**config.mk**
```make
export PLATFORM = sky130hd
export DESIGN_NAME = flash_word_reader
export DESIGN_NICKNAME = d
export VERILOG_FILES = /design/src/rtl/flash_word_reader.sv
export SDC_FILE = /design/constraint.sdc
export NUM_CORES = 1
export LEC_CHECK = 0
export ABC_AREA = 1
export BUFFER_PORTS_ARGS = -buffer_cell sky130_fd_sc_hd__buf_4
export CAP_MARGIN = 15
export CORE_MARGIN = 2
export CORE_UTILIZATION = 50
export DETAILED_ROUTE_END_ITERATION = 8
export GPL_TIMING_DRIVEN = 1
export PLACE_DENSITY = 0.89
export SLEW_MARGIN = 30
export SYNTH_ARGS = -nofsm -noshare
export SYNTH_HDL_FRONTEND = slang
export SYNTH_SLANG_ARGS = --single-unit
```
**constraint.sdc**
```tcl
create_clock -name iclk -period 1.55 [get_ports iclk]
set_input_delay 0.2325 -clock iclk [delete_from_list [all_inputs] [get_ports iclk]]
set_output_delay 0.2325 -clock iclk [all_outputs]
set_load 0.05 [all_outputs]
```
**src/rtl/flash_word_reader.sv**
```systemverilog
// Services toggle-handshake word reads from an 8-bit parallel NOR flash:
// two byte accesses per request, plus flash reset sequencing after system reset.
module flash_word_reader #(
  parameter int ACCESS_CYCLES = 5,
  parameter int RESET_CYCLES  = 25,
  parameter int BYTE_SWAP     = 0
) (
  input  logic        iclk,
  input  logic        ireset_n,
  input  logic [22:0] iaddr,
  input  logic        ireq,
  output logic        oack,
  output logic [15:0] odata,
  output logic        oready,
  output logic [22:0] ofl_addr,
  input  logic [7:0]  ifl_dq,
  output logic        ofl_ce_n,
  output logic        ofl_oe_n,
  output logic        ofl_we_n,
  output logic        ofl_rst_n,
  output logic        ofl_wp_n
);

  typedef enum logic [2:0] {
    RST_HOLD,
    RST_WAIT,
    IDLE,
    BYTE_HI,
    BYTE_LO
  } state_e;

  localparam logic [7:0] RST_LOAD = 8'(RESET_CYCLES - 1);
  localparam logic [3:0] ACC_LOAD = 4'(ACCESS_CYCLES - 1);

  state_e      state_q, state_d;
  logic [7:0]  rcnt_q, rcnt_d;
  logic [3:0]  acnt_q, acnt_d;
  logic        req_s1_q, req_s2_q;
  logic        ack_q, ack_d;
  logic [15:0] data_q, data_d;
  logic [22:0] addr_q, addr_d;
  logic [7:0]  hi_q, hi_d;

  // Word addressing makes the low request bit meaningless.
  logic unused_addr0;
  assign unused_addr0 = iaddr[0];

  always_ff @(posedge iclk) begin
    if (!ireset_n) begin
      state_q  <= RST_HOLD;
      rcnt_q   <= RST_LOAD;
      acnt_q   <= '0;
      req_s1_q <= 1'b0;
      req_s2_q <= 1'b0;
      ack_q    <= 1'b0;
      data_q   <= '0;
      addr_q   <= '0;
      hi_q     <= '0;
    end else begin
      state_q  <= state_d;
      rcnt_q   <= rcnt_d;
      acnt_q   <= acnt_d;
      req_s1_q <= ireq;
      req_s2_q <= req_s1_q;
      ack_q    <= ack_d;
      data_q   <= data_d;
      addr_q   <= addr_d;
      hi_q     <= hi_d;
    end
  end

  always_comb begin
    state_d = state_q;
    rcnt_d  = rcnt_q;
    acnt_d  = acnt_q;
    ack_d   = ack_q;
    data_d  = data_q;
    addr_d  = addr_q;
    hi_d    = hi_q;
    case (state_q)
      RST_HOLD: begin
        if (rcnt_q == 8'd0) begin
          state_d = RST_WAIT;
          rcnt_d  = RST_LOAD;
        end else begin
          rcnt_d = rcnt_q - 8'd1;
        end
      end
      RST_WAIT: begin
        if (rcnt_q == 8'd0) state_d = IDLE;
        else                rcnt_d  = rcnt_q - 8'd1;
      end
      IDLE: begin
        if (req_s2_q != ack_q) begin
          addr_d  = {iaddr[22:1], 1'b0};
          acnt_d  = ACC_LOAD;
          state_d = BYTE_HI;
        end
      end
      BYTE_HI: begin
        if (acnt_q == 4'd0) begin
          hi_d      = ifl_dq;
          addr_d[0] = 1'b1;
          acnt_d    = ACC_LOAD;
          state_d   = BYTE_LO;
        end else begin
          acnt_d = acnt_q - 4'd1;
        end
      end
      BYTE_LO: begin
        if (acnt_q == 4'd0) begin
          // The even (first-read) byte lands high unless swapping is requested.
          if (BYTE_SWAP != 0) data_d = {ifl_dq, hi_q};
          else                data_d = {hi_q, ifl_dq};
          ack_d   = req_s2_q;
          state_d = IDLE;
        end else begin
          acnt_d = acnt_q - 4'd1;
        end
      end
      default: state_d = RST_HOLD;
    endcase
  end

  always_comb begin
    oready    = (state_q == IDLE);
    ofl_rst_n = (state_q != RST_HOLD);
    ofl_ce_n  = !((state_q == BYTE_HI) || (state_q == BYTE_LO));
    ofl_oe_n  = !((state_q == BYTE_HI) || (state_q == BYTE_LO));
  end

  assign ofl_we_n = 1'b1;
  assign ofl_wp_n = 1'b1;
  assign oack     = ack_q;
  assign odata    = data_q;
  assign ofl_addr = addr_q;

endmodule

```
==> impl_metrics.yaml <==
clocking:
  cts_max_level: 3
  cts_tree: "done"
  clockRootBuffer: "sky130_fd_sc_hd__clkbuf_8"
  max-clock-path-buffers: 2
  cts.sinks: 65
  clock_latency_ns: 0.35
  worst_setup_hold_path_clk_slew_ns: 0.06
  cts-buffers-inserted: 9
  cts-hold-fix-buffers: 0
setup_path:
  critical_path.max_fanout: 5
  worst-endpoint-required_ns: 1.32
  crit_family: "flip-flops"
  regToRegEndpoint: "rcnt_q[7]$_SDFFE_PN0P_"
  r2r_setup_slack_ns: 0.06
  critical_path_source_type: "flip-flop"
  regToRegStartpoint: "rcnt_q[0]$_SDFFE_PN0P_"
  worstPathCellList: "inv_2, nand3_1, nand2_2, inv_2, buf_6"
  crit_path_max_incr_delay_ns: 0.39
  timing.reg2reg.worst_path_depth: 10
  worstPathArrival_ns: 1.28
  crit_buf_inv: 3
  critical_path.slowest_cell: "sky130_fd_sc_hd__dfxtp_4"
  cp-end-kind: "primary output"
  critPathKind: "flip-flop to primary output"
  critPathMostFrequentCell: "sky130_fd_sc_hd__inv_2"
layout:
  layout_common_cells: "sky130_fd_sc_hd__nor2_1, sky130_fd_sc_hd__buf_4, sky130_fd_sc_hd__dfxtp_1"
  drive_gt1_share_pct: 33.8
  layout_commonest_cell: "sky130_fd_sc_hd__nor2_1"
  num-nets-final: 477
  area.growth.synth_to_final_pct: 34.2
  final_core_util_pct: 69.8
  insertedDiodeCount: 0
power_and_ir_drop:
  pwr_density_cell_nw_per_um2: 894
  p_int_mw: 2.42
  switching_power_uw: 769
  p_leak_nw: 1.64
  combPwrFrac_pct: 8.0
  p_clk_share_pct: 38.2
  max-vdd-ir-drop_mv: 0.694
  seqPwrFrac_pct: 53.9
  p_sw_share_pct: 24.1
floorplanning:
  std_cell_rows: 26
  die-area_um2: 5910
  die_h_um: 76.9
  core-area_um2: 5110
  die-width_um: 76.9
  initial_utilization_pct: 52.0
  io-pin-count: 80
flow_run:
  max-cap-violations: 0
timing:
  fin_skew_ns: 0.00531
  period_share_pct: 97.3
  setup_viol_count_final: 0
  drv_slew: 0
  setup-tns-final_ns: 0
  timing.hold.ws_ns: 0.0701
  maxClockFrequency_mhz: 663
  hold_viol: 0
  post-route-worst-setup-slack_ns: 0.0419
  rsz0062_at_grt: "true"
  min_period_ns: 1.51
routing:
  routed_wl_mm: 6.29
  avgRoutedWirePerCell_um: 12.2
  drt-pass1-iter-count: 4
  dr.max_layer_used: "met4"
  antenna_left: 0
  met3RoutedLength_um: 258
  detailroute.wirelength.met2_mm: 3.41
  initialDrtViolationCount: 87
  vias: 2522
  drc: 0
  post_route_m1_wl_mm: 2.47
  route.detailed.vias_per_inst: 4.91
logic_synthesis:
  post_synth_instance_area_um2: 2660
  number_of_standard_cells_after_synthesis: 355
  synthesis.yosys.warnings: 0
  synth_seq_area_share_pct: 49.0
  number_of_synthesized_register_bits: 65
  syn_avg_cell_area_um2: 7.48
  yosys.cell_types.count: 30
run_status:
  run_status: "completed"
min_path:
  hold_path_class: "input pin to flip-flop"
  worst_hold_path.endpoint: "req_s1_q$_SDFF_PN0_"
  worst_hold_path.num_cells: 3
  min_from: "ireq"
placed_design:
  placement.io_buffers: 76
  place_ws_ns: -0.0600
  hpwlAfterDp_mm: 4.40
  routabilityCongestion: 0.871
global_routing:
  first_global_vias: 2441
  maximum_number_of_pins_on_one_net_before_global_route_repair: 51
  grt_use_total_pct: 22.0
  antenna_found_initial: 0
  grt_pass1_wl_mm: 10.4
  global_route.overflow_total: 0
-- stage by stage --
step                      instances  cell area [µm²]  total power, mW
after floorplan                 356             2660             1.90
after global placement          494             3280             1.98
after detailed placement        494             3280             2.00
after CTS                       509             3460             3.19
after global routing            514             3560             3.30
final                           514             3560             3.19
-- routing by layer --
layer | vias up | global-route usage (%)
met5 | - | 0
met4 | 0 | 12.5
met3 | 14 | 5.41
met2 | 50 | 41.0
met1 | 1164 | 22.1
li1 | 1294 | -
-- flip-flops by register name, summed over array words and instances, names as in the netlist --
name / cells
rcnt_q: 8
hi_q: 8
req_s1_q: 1
acnt_q: 4
oack: 1
ofl_addr: 23
state_q: 3
odata: 16
req_s2_q: 1
-- power groups by stage --
stage	clock network (mW)	registers, mW	logic, mW
5_1_grt	1.29	1.72	0.286
4_1_cts	1.23	1.72	0.245
3_5_place_dp	0	1.75	0.241
3_3_place_gp	0	1.75	0.231
6_report	1.22	1.72	0.254
2_1_floorplan	0	1.75	0.151
-- cell usage after synthesis --
cell type / count / share of area, %
sky130_fd_sc_hd__dfxtp_1: 65 / 49
sky130_fd_sc_hd__ha_1: 3 / 1.4
sky130_fd_sc_hd__nor3_1: 2 / 0.38
sky130_fd_sc_hd__conb_1: 1 / 0.14
sky130_fd_sc_hd__nand2_4: 1 / 0.42
sky130_fd_sc_hd__a21oi_1: 7 / 1.3
sky130_fd_sc_hd__inv_2: 13 / 1.8
sky130_fd_sc_hd__nor3_2: 1 / 0.38
sky130_fd_sc_hd__o21ai_2: 1 / 0.33
sky130_fd_sc_hd__nor2_1: 111 / 16
sky130_fd_sc_hd__a31oi_1: 1 / 0.24
sky130_fd_sc_hd__nand2_1: 30 / 4.2
sky130_fd_sc_hd__clkbuf_1: 5 / 0.71
sky130_fd_sc_hd__nand4_1: 4 / 0.94
sky130_fd_sc_hd__o21ai_0: 22 / 4.1
sky130_fd_sc_hd__nand2_2: 4 / 0.94
sky130_fd_sc_hd__buf_4: 5 / 1.4
sky130_fd_sc_hd__inv_1: 18 / 2.5
sky130_fd_sc_hd__buf_6: 3 / 1.3
sky130_fd_sc_hd__xnor2_1: 1 / 0.33
sky130_fd_sc_hd__nor2_4: 1 / 0.42
sky130_fd_sc_hd__nand3_2: 3 / 1.1
sky130_fd_sc_hd__or2_2: 1 / 0.24
sky130_fd_sc_hd__nand3_1: 11 / 2.1
sky130_fd_sc_hd__buf_2: 3 / 0.57
sky130_fd_sc_hd__nand3b_1: 1 / 0.28
sky130_fd_sc_hd__a211oi_2: 1 / 0.47
sky130_fd_sc_hd__a21boi_1: 1 / 0.28
sky130_fd_sc_hd__nor2_2: 5 / 1.2
sky130_fd_sc_hd__o21ai_1: 30 / 5.7
-- worst max-delay path by stage --
| stage | startpoint | endpoint | depth (start not counted) |
|---|---|---|---|
| 2_1_floorplan | state_q[2]$_SDFFE_PN0P_ | rcnt_q[7]$_SDFFE_PN0P_ | 8 |
| 3_3_place_gp | acnt_q[0]$_SDFFE_PN0P_ | hi_q[1]$_SDFFE_PN0P_ | 9 |
| 3_5_place_dp | acnt_q[0]$_SDFFE_PN0P_ | hi_q[6]$_SDFFE_PN0P_ | 9 |
| 4_1_cts | state_q[0]$_SDFFE_PN0P_ | ofl_oe_n | 5 |
| 5_1_grt | rcnt_q[0]$_SDFFE_PN0P_ | rcnt_q[7]$_SDFFE_PN0P_ | 10 |
| 6_report | state_q[2]$_SDFFE_PN0P_ | ofl_ce_n | 5 |
-- worst register-to-register path, stage by stage, from the launching register on --
cell and delay (ns):
sky130_fd_sc_hd__dfxtp_2 0.34, sky130_fd_sc_hd__inv_1 0.09, sky130_fd_sc_hd__ha_1 0.17, sky130_fd_sc_hd__nand2_1 0.11
sky130_fd_sc_hd__o21ai_4 0.21, sky130_fd_sc_hd__nand2_4 0.11, sky130_fd_sc_hd__buf_4 0.16, sky130_fd_sc_hd__nand3_1 0.06
sky130_fd_sc_hd__nand2_1 0.06, sky130_fd_sc_hd__inv_2 0.05, sky130_fd_sc_hd__nor2_2 0.03
-- cell type report --
cell class,instances,area [µm²]
fill,429,1540
sequential,65,1310
multi-input combinational,244,1190
timing repair buffer,89,692
clock buffer,12,145
inverter,31,119
tap,70,87.6
clock inverter,3,17.5
-- kinds of logic after synthesis --
group | Yosys count | share of synthesized area (%)
AND/OR/NAND/NOR | 175 | 28.3
buffers and inverters | 47 | 8.34
XOR/XNOR | 1 | 0.330
flip-flops | 65 | 49.0
adder cells (fa/ha/maj) | 3 | 1.41
AO/OA/AOI/OAI | 63 | 12.4
other | 1 | 0.141
-- repair_timing --
item	in CTS	in global routing
setup buffers	0	5
pin swaps	0	6
gates cloned	0	0
setup endpoints to repair	12	38
resized for setup	4	33
Power figures use the tool's default switching activity.
